### src/rtl/regfile_wb_arbiter.sv
// Writeback arbiter: two requester FIFOs share the register file write port.
// Round-robin pop feeds a registered write stage (rf_reg_write/rf_rd/rf_write_data).
// Optional feature macro: WB_HAZARD_CHECK_EN adds read-after-write hazard query ports.
module regfile_wb_arbiter #(
  parameter int unsigned DATA_W = 32,
  parameter int unsigned ADDR_W = 5,
  parameter int unsigned DEPTH  = 2
) (
  input  logic              clk,
  input  logic              rst_n,
  input  logic              req0_valid,
  output logic              req0_ready,
  input  logic [ADDR_W-1:0] req0_rd,
  input  logic [DATA_W-1:0] req0_data,
  input  logic              req1_valid,
  output logic              req1_ready,
  input  logic [ADDR_W-1:0] req1_rd,
  input  logic [DATA_W-1:0] req1_data,
  input  logic              hold,
`ifdef WB_HAZARD_CHECK_EN
  input  logic [ADDR_W-1:0] query_rs1,
  input  logic [ADDR_W-1:0] query_rs2,
  output logic              hazard_rs1,
  output logic              hazard_rs2,
`endif
  output logic              rf_reg_write,
  output logic [ADDR_W-1:0] rf_rd,
  output logic [DATA_W-1:0] rf_write_data,
  output logic              last_grant,
  output logic              idle
);

  localparam int unsigned PW = $clog2(DEPTH);
  localparam int unsigned CW = $clog2(DEPTH + 1);

  logic [1:0]        in_valid, ready, push, pop, nonempty;
  logic [ADDR_W-1:0] in_rd   [2];
  logic [DATA_W-1:0] in_data [2];

  logic [PW-1:0]     wptr_q  [2];
  logic [PW-1:0]     rptr_q  [2];
  logic [CW-1:0]     count_q [2];
  logic [ADDR_W-1:0] rd_mem_q   [2][DEPTH];
  logic [DATA_W-1:0] data_mem_q [2][DEPTH];

  logic              pop_idx;
  logic [ADDR_W-1:0] head_rd;
  logic [DATA_W-1:0] head_data;

  logic              rf_reg_write_q, last_grant_q;
  logic [ADDR_W-1:0] rf_rd_q;
  logic [DATA_W-1:0] rf_write_data_q;

  assign in_valid   = {req1_valid, req0_valid};
  assign in_rd[0]   = req0_rd;
  assign in_rd[1]   = req1_rd;
  assign in_data[0] = req0_data;
  assign in_data[1] = req1_data;

  // Ready looks only at the registered count, never at a same-cycle pop.
  always_comb begin
    for (int i = 0; i < 2; i++) begin
      ready[i]    = (count_q[i] != CW'(DEPTH));
      nonempty[i] = (count_q[i] != '0);
      push[i]     = in_valid[i] & ready[i];
    end
  end

  assign req0_ready = ready[0];
  assign req1_ready = ready[1];

  // FIFO pointers and occupancy; queued entries are dropped on reset.
  always_ff @(posedge clk or negedge rst_n) begin
    if (!rst_n) begin
      for (int i = 0; i < 2; i++) begin
        wptr_q[i]  <= '0;
        rptr_q[i]  <= '0;
        count_q[i] <= '0;
      end
    end else begin
      for (int i = 0; i < 2; i++) begin
        if (push[i]) wptr_q[i] <= wptr_q[i] + PW'(1);
        if (pop[i])  rptr_q[i] <= rptr_q[i] + PW'(1);
        if (push[i] && !pop[i]) count_q[i] <= count_q[i] + CW'(1);
        else if (pop[i] && !push[i]) count_q[i] <= count_q[i] - CW'(1);
      end
    end
  end

  // FIFO storage; contents are qualified by count so they need no reset.
  always_ff @(posedge clk) begin
    for (int i = 0; i < 2; i++) begin
      if (push[i]) begin
        rd_mem_q[i][wptr_q[i]]   <= in_rd[i];
        data_mem_q[i][wptr_q[i]] <= in_data[i];
      end
    end
  end

  // Round-robin pick: with both non-empty, serve the one not granted last.
  always_comb begin
    pop = '0;
    if (!hold) begin
      if (nonempty[0] && (!nonempty[1] || last_grant_q)) pop[0] = 1'b1;
      else if (nonempty[1])                             pop[1] = 1'b1;
    end
  end

  assign pop_idx   = pop[1];
  assign head_rd   = rd_mem_q[pop_idx][rptr_q[pop_idx]];
  assign head_data = data_mem_q[pop_idx][rptr_q[pop_idx]];

  // Write stage: one-cycle strobe per popped entry, rd==0 consumed silently.
  always_ff @(posedge clk or negedge rst_n) begin
    if (!rst_n) begin
      rf_reg_write_q  <= 1'b0;
      rf_rd_q         <= '0;
      rf_write_data_q <= '0;
      last_grant_q    <= 1'b1;
    end else begin
      rf_reg_write_q <= 1'b0;
      if (|pop) begin
        rf_rd_q         <= head_rd;
        rf_write_data_q <= head_data;
        rf_reg_write_q  <= (head_rd != '0);
        last_grant_q    <= pop_idx;
      end
    end
  end

  assign rf_reg_write  = rf_reg_write_q;
  assign rf_rd         = rf_rd_q;
  assign rf_write_data = rf_write_data_q;
  assign last_grant    = last_grant_q;
  assign idle          = !nonempty[0] && !nonempty[1] && !rf_reg_write_q;

`ifdef WB_HAZARD_CHECK_EN
  // Pending-write match against every occupied FIFO slot and the live write stage.
  always_comb begin
    hazard_rs1 = 1'b0;
    hazard_rs2 = 1'b0;
    for (int i = 0; i < 2; i++) begin
      for (int k = 0; k < DEPTH; k++) begin
        if (CW'(k) < count_q[i]) begin
          if (rd_mem_q[i][rptr_q[i] + PW'(k)] == query_rs1) hazard_rs1 = 1'b1;
          if (rd_mem_q[i][rptr_q[i] + PW'(k)] == query_rs2) hazard_rs2 = 1'b1;
        end
      end
    end
    if (rf_reg_write_q && (rf_rd_q == query_rs1)) hazard_rs1 = 1'b1;
    if (rf_reg_write_q && (rf_rd_q == query_rs2)) hazard_rs2 = 1'b1;
    if (query_rs1 == '0) hazard_rs1 = 1'b0;
    if (query_rs2 == '0) hazard_rs2 = 1'b0;
  end
`endif

endmodule
### config.mk
export PLATFORM = sky130hd
export DESIGN_NAME = regfile_wb_arbiter
export DESIGN_NICKNAME = d
export VERILOG_FILES = /design/src/rtl/regfile_wb_arbiter.sv
export SDC_FILE = /design/constraint.sdc
export NUM_CORES = 1
export LEC_CHECK = 0
export BUFFER_PORTS_ARGS = -buffer_cell sky130_fd_sc_hd__buf_2
export CAP_MARGIN = 25
export CELL_PAD_IN_SITES_DETAIL_PLACEMENT = 2
export CELL_PAD_IN_SITES_GLOBAL_PLACEMENT = 2
export CORE_MARGIN = 1.5
export CORE_UTILIZATION = 40
export DETAILED_ROUTE_END_ITERATION = 16
export GPL_TIMING_DRIVEN = 0
export PLACE_DENSITY_LB_ADDON = 0.1
export SETUP_SLACK_MARGIN = 0.05
export SYNTH_ARGS = -nofsm -noshare
export SYNTH_HDL_FRONTEND = slang
export SYNTH_SLANG_ARGS = --single-unit
export TNS_END_PERCENT = 20
### constraint.sdc
create_clock -name clk -period 2.99 [get_ports clk]
set_input_delay 0.299 -clock clk [delete_from_list [all_inputs] [get_ports clk]]
set_output_delay 0.299 -clock clk [all_outputs]
set_load 0.01 [all_outputs]
## After elaboration in Yosys (flattened, before gate mapping)

Memory sizes are Yosys's and may differ from the RTL's.
Index checks and enable logic that the tools add are counted.

| operators by class | value |
|---|---|
| add/subtract/negate cells | 8 |
| $lt $le $gt $ge | 6 |
| equal/unequal tests | 2 |
| multiplexer cells | 32 |
| bitwise operators | 6 |
| reductions and logical operators | 23 |

Operators with widths:

| cell | count |
|---|---|
| 32-bit 2-to-1 mux | 5 |
| 64-bit 2-to-1 mux | 2 |
| 32-bit demux with 1-bit select | 2 |
| 5-bit 2-to-1 mux | 5 |
| 10-bit 2-to-1 mux | 2 |
| 5-bit demux with 1-bit select | 2 |
| 2-bit 2-to-1 mux | 5 |
| 1-bit logical AND | 9 |
| 1-bit 2-to-1 mux | 9 |
| 2-bit >= comparator, second input constant | 4 |
| 1-bit inverter with 2-bit output | 4 |
| 2-bit nonzero test | 4 |
| 1-bit logical NOT | 7 |
| 5-bit nonzero test | 1 |
| 1-bit adder, second input constant | 4 |
| 2-bit by 1-bit adder with 2-bit output, second input constant | 2 |
| 2-bit by 1-bit < comparator with 1-bit output, second input constant | 2 |
| 2-bit != test, second input constant | 2 |
| 2-bit by 1-bit subtractor with 2-bit output, second input constant | 2 |
| 1-bit bitwise AND | 2 |
| 2-bit OR reduction | 1 |
| 1-bit logical OR | 1 |

| word-level totals | value |
|---|---|
| register bits after elaboration | 47 |
| RAM bits | 148 |
| input port bits | 79 |
| output and inout bits | 42 |
| memories | 2 |

Memories:

| name | depth | width | read ports | clocked after memory_dff | write ports | RTL line | RTL |
|---|---|---|---|---|---|---|---|
| data_mem_q | 2 | 64 | 1 | 0 | 2 | 44 | `logic [DATA_W-1:0] data_mem_q [2][DEPTH];` |
| rd_mem_q | 2 | 10 | 1 | 0 | 2 | 43 | `logic [ADDR_W-1:0] rd_mem_q [2][DEPTH];` |

## Depth between registers and ports, before layout

| logic depth | value |
|---|---|
| word-level depth | 16 |
| gate-level depth with buffers | 7 |
| mapped depth without buffers | 7 |

## Worst setup path after synthesis

OpenSTA, ideal clock, no wires.

| path | value |
|---|---|
| path type | register to register |
| from | register count_q[2] in the netlist's numbering |
| to | memory data_mem_q[0][32] in the netlist's numbering (enable) |
| setup time | 0.431 ns |
| arrival time | 2.288 ns |
| data required time | 2.559 ns |
| slack | 0.271 ns |
| stages on the path, launching flop included | 4 |
| period minus slack after synthesis | 2.719 ns |
| path through | dfrtp_1 > nand2b_1 > nand2_1 > nor2_1 |

RTL lines:

| what | RTL line | RTL |
|---|---|---|
| start, declared | 42 | `logic [CW-1:0] count_q [2];` |
| start signal, assigned by index | 84 | `if (push[i] && !pop[i]) count_q[i] <= count_q[i] + CW'(1);` |
| start signal, assigned by index | 85 | `else if (pop[i] && !push[i]) count_q[i] <= count_q[i] - CW'(1);` |
| end, declared | 44 |  |

## Final worst setup path

| path | value |
|---|---|
| from | register count_q[0] in the netlist's numbering |
| to | register rf_rd_q[4], in the netlist rf_rd[4] |

| on the way | value |
|---|---|
| word-level cells in the longest chain between the ends | 14 |
| elaborated cells between the ends (all ways) | 18 |
| classes of those cells | 10 x mux; 2 x bitwise; 5 x reduce/logical; 1 x memory |

RTL lines:

| what | RTL line | RTL |
|---|---|---|
| 2-bit nonzero test (*) | 64 | `nonempty[i] = (count_q[i] != '0);` |
| 1-bit logical NOT | 104 | `if (nonempty[0] && (!nonempty[1] \|\| last_grant_q)) pop[0] = 1'b1;` |
| 1-bit logical OR | 104 |  |
| 1-bit logical AND | 104 |  |
| 1-bit 2-to-1 mux | 104 |  |
| 2-bit 2-to-1 mux (*) | 103 | `if (!hold) begin` |
| 1-bit inverter with 2-bit output (not written as such) | 110 | `assign head_rd = rd_mem_q[pop_idx][rptr_q[pop_idx]];` |
| 1-bit 2-to-1 mux (not written as such) (3 in a row) | 110 |  |
| 1-bit inverter with 2-bit output (not written as such) | 110 |  |
| 5-bit 2-to-1 mux (not written as such) (3 in a row) | 110 |  |
| end signal, assigned | 123 | `rf_rd_q <= head_rd;` |
| end, declared | 51 | `logic [ADDR_W-1:0] rf_rd_q;` |

Mark *: on every way between the ends. The rest lies on a longest branch, timed or not. The select of a mux whose other input is x is not followed.
A chain may end at the register's enable or synchronous reset.

==> impl_metrics.json <==
{
  "status": "finished, final reports clean",
  "drt_iter0_drc": 121,
  "startpoint_type": "register",
  "clock_latency_ns": 0.43,
  "gr-max-usage-layer": "met2",
  "dp.final_hpwl_um": 12800,
  "cts_buffers": 17,
  "hold_class": "in2reg",
  "drt_wl_total_um": 18730,
  "layout-drive-gt1-share": 0.3543,
  "cts_root_buf": "clkbuf_16",
  "post-cts-setup-buffers": 0,
  "ir_worst_vdd_mv": 0.4491,
  "area_growth_pct": 21.19,
  "ys_warn_count": 0,
  "grt_pass1_vias": 4822,
  "post_cts_resized": 0,
  "fin_crit_ns": 2.138,
  "rsz0062_at_grt": "false",
  "diodes": 0,
  "whs_path_depth": 1,
  "cp-end-kind": "register",
  "syn_area_per_cell_um2": 17.23,
  "final_common_cell": "edfxtp_1",
  "grt_max_degree": 27,
  "dieArea_um2": 20060,
  "postCtsHoldBufs": 1,
  "overflow": 0,
  "fmax_mhz": 467.7,
  "critical_path_arrival_ns": 2.49,
  "use_met1": 0.2476,
  "crit_type": "reg2reg",
  "htreeDepth": 4,
  "track_usage": 0.1977,
  "synth_area_um2": 7686,
  "synth_top_flop_cell": "edfxtp_1",
  "slew_headroom": 0.3910,
  "gp_congestion": 0.7112,
  "die_h_um": 141.6,
  "clk_pin_slew_ns": 0.07,
  "synth-seq-area-share": 0.7314,
  "cts_tree": "yes",
  "reg2reg_depth": 6,
  "hold_violations": 0,
  "clk_path_buf_depth": 2,
  "power_w": 0.009752,
  "synthArstFlopShare": 0.2410,
  "firstDrtPassIters": 4,
  "vias": 4245,
  "synth_nets": 527,
  "power_leakage_nw": 3.868,
  "use_met3": 0.03611,
  "wl_per_cell_um": 22.35,
  "grt_pass1_wl_um": 28550,
  "io_pins": 121,
  "setup_slack_ns": 0.8518,
  "layout_common_cells": "148 x edfxtp_1, 125 x buf_2, 73 x mux2i_1",
  "drc": 0,
  "via_per_inst": 5.066,
  "fin_crit_sh": 0.7151,
  "setup_viol": 0,
  "io_buffers": 120,
  "p_per_area_nw_per_um2": 1047,
  "drv_cap": 0,
  "crit_path_max_fanout": 10,
  "grtUsageMet2": 0.3522,
  "preCtsSetupSlack_ns": 0.8037,
  "cts_sinks": 195,
  "antenna_left": 0,
  "worst_pin_slew_ns": 0.9135,
  "ys_ff_latch": 195,
  "dp_cells": 805,
  "nNetsFinal": 672,
  "synth_cells": 446,
  "clock-skew-final_ns": 0.009363,
  "start_util": 0.4095,
  "layout.cells.non_filler": 838,
  "synth_edf_count": 148,
  "core-area_um2": 18770,
  "die_width_um": 141.6,
  "required_ns": 3.34,
  "rows": 50,
  "ys_types": 32,
  "drv_slew": 0,
  "grt_antenna_before_repair": 1
}
## report_power, final
part	internal [W]	total (W)	switching (W)
Clock	0.00140	0.00238	0.000984
Combinational	0.00148	0.00323	0.00176
Sequential	0.00379	0.00414	0.000344
Total	0.00667	0.00975	0.00308
## Yosys cell counts, drive strengths merged, types with 3 or more instances
master / n / share of area
nor3: 3 / 0.0020
dfrtp: 46 / 0.15
o21ai: 37 / 0.028
xnor2: 6 / 0.0068
edfxtp: 148 / 0.58
clkbuf: 11 / 0.0054
nor2: 9 / 0.0044
and3: 3 / 0.0024
mux2: 37 / 0.071
buf: 11 / 0.011
nand2: 40 / 0.020
mux2i: 73 / 0.095
xor2: 4 / 0.0046
## final cells by class
| class | instances | area, µm² |
|---|---|---|
| Buffer | 22 | 122.6 |
| Clock buffer | 21 | 440.4 |
| Clock inverter | 11 | 160.2 |
| Fill cell | 1736 | 9453 |
| Inverter | 2 | 7.507 |
| Multi-Input combinational cell | 227 | 1952 |
| Sequential cell | 195 | 5622 |
| Tap cell | 234 | 292.8 |
| Timing Repair Buffer | 126 | 718.2 |
## final timing paths
| kind | from | to | slack, ns |
|---|---|---|---|
| worst min-delay path | req1_data[2] | data_mem_q[1][34] | 0.05 |
| worst max register to register | count_q[0] | rf_rd[4] | 0.85 |
| worst min register to register | rf_rd[1] | rf_rd[1] | 0.48 |
| max in group asynchronous | rst_n | rf_write_data[10] | 1.94 |
| worst max-delay path | count_q[0] | rf_rd[4] | 0.85 |
| min in group asynchronous | rst_n | wptr_q[1] | 0.44 |
## kinds of logic (layout without fill, tap and decap cells)
group	Yosys count	count (layout)	share of synthesized area
flip-flops	195	195	0.7314
AO/OA/AOI/OAI	44	44	0.03663
AND/OR/NAND/NOR	61	61	0.03402
buffers and inverters	24	182	0.01693
adder cells (fa/ha/maj)	2	2	0.003255
XOR/XNOR	10	10	0.01139
multiplexers	110	110	0.1664
## flip-flops by register name, indices dropped and copies added (netlist names)
name	flops
wptr_q	2
data_mem_q	128
rd_mem_q	20
rf_rd	5
rptr_q	2
count_q	4
rf_reg_write	1
last_grant	1
rf_write_data	32
## stage by stage
stage | hold WS [ns] | setup TNS, ns | util | cell area, µm²
after floorplan | 0.003409 | 0 | - | 7686
after global placement | 0.4610 | -83.91 | 0.4571 | 8579
after detailed placement | 0.3712 | 0 | 0.4638 | 8705
after CTS | 0.03440 | 0 | 0.4963 | 9315
after global routing | 0.04064 | 0 | 0.4963 | 9315
final | 0.05496 | 0 | 0.4963 | 9315
## metal layers
layer | up-vias | part of all wire | wire length [µm]
met5 | - | 0.00080 | 15
met4 | 2 | 0.0089 | 167
met3 | 14 | 0.031 | 584
met2 | 86 | 0.53 | 9916
met1 | 2193 | 0.43 | 8045
li1 | 1950 | - | -
## worst max-delay path: stages (launching register included)
cell and delay (ns):
dfrtp_1 0.43, nor2_1 0.26, a21o_1 0.28, buf_2 0.33, buf_1 0.51, nand2_1 0.14, o21ai_2 0.08
No activity file was read; power rests on OpenSTA's default activity.
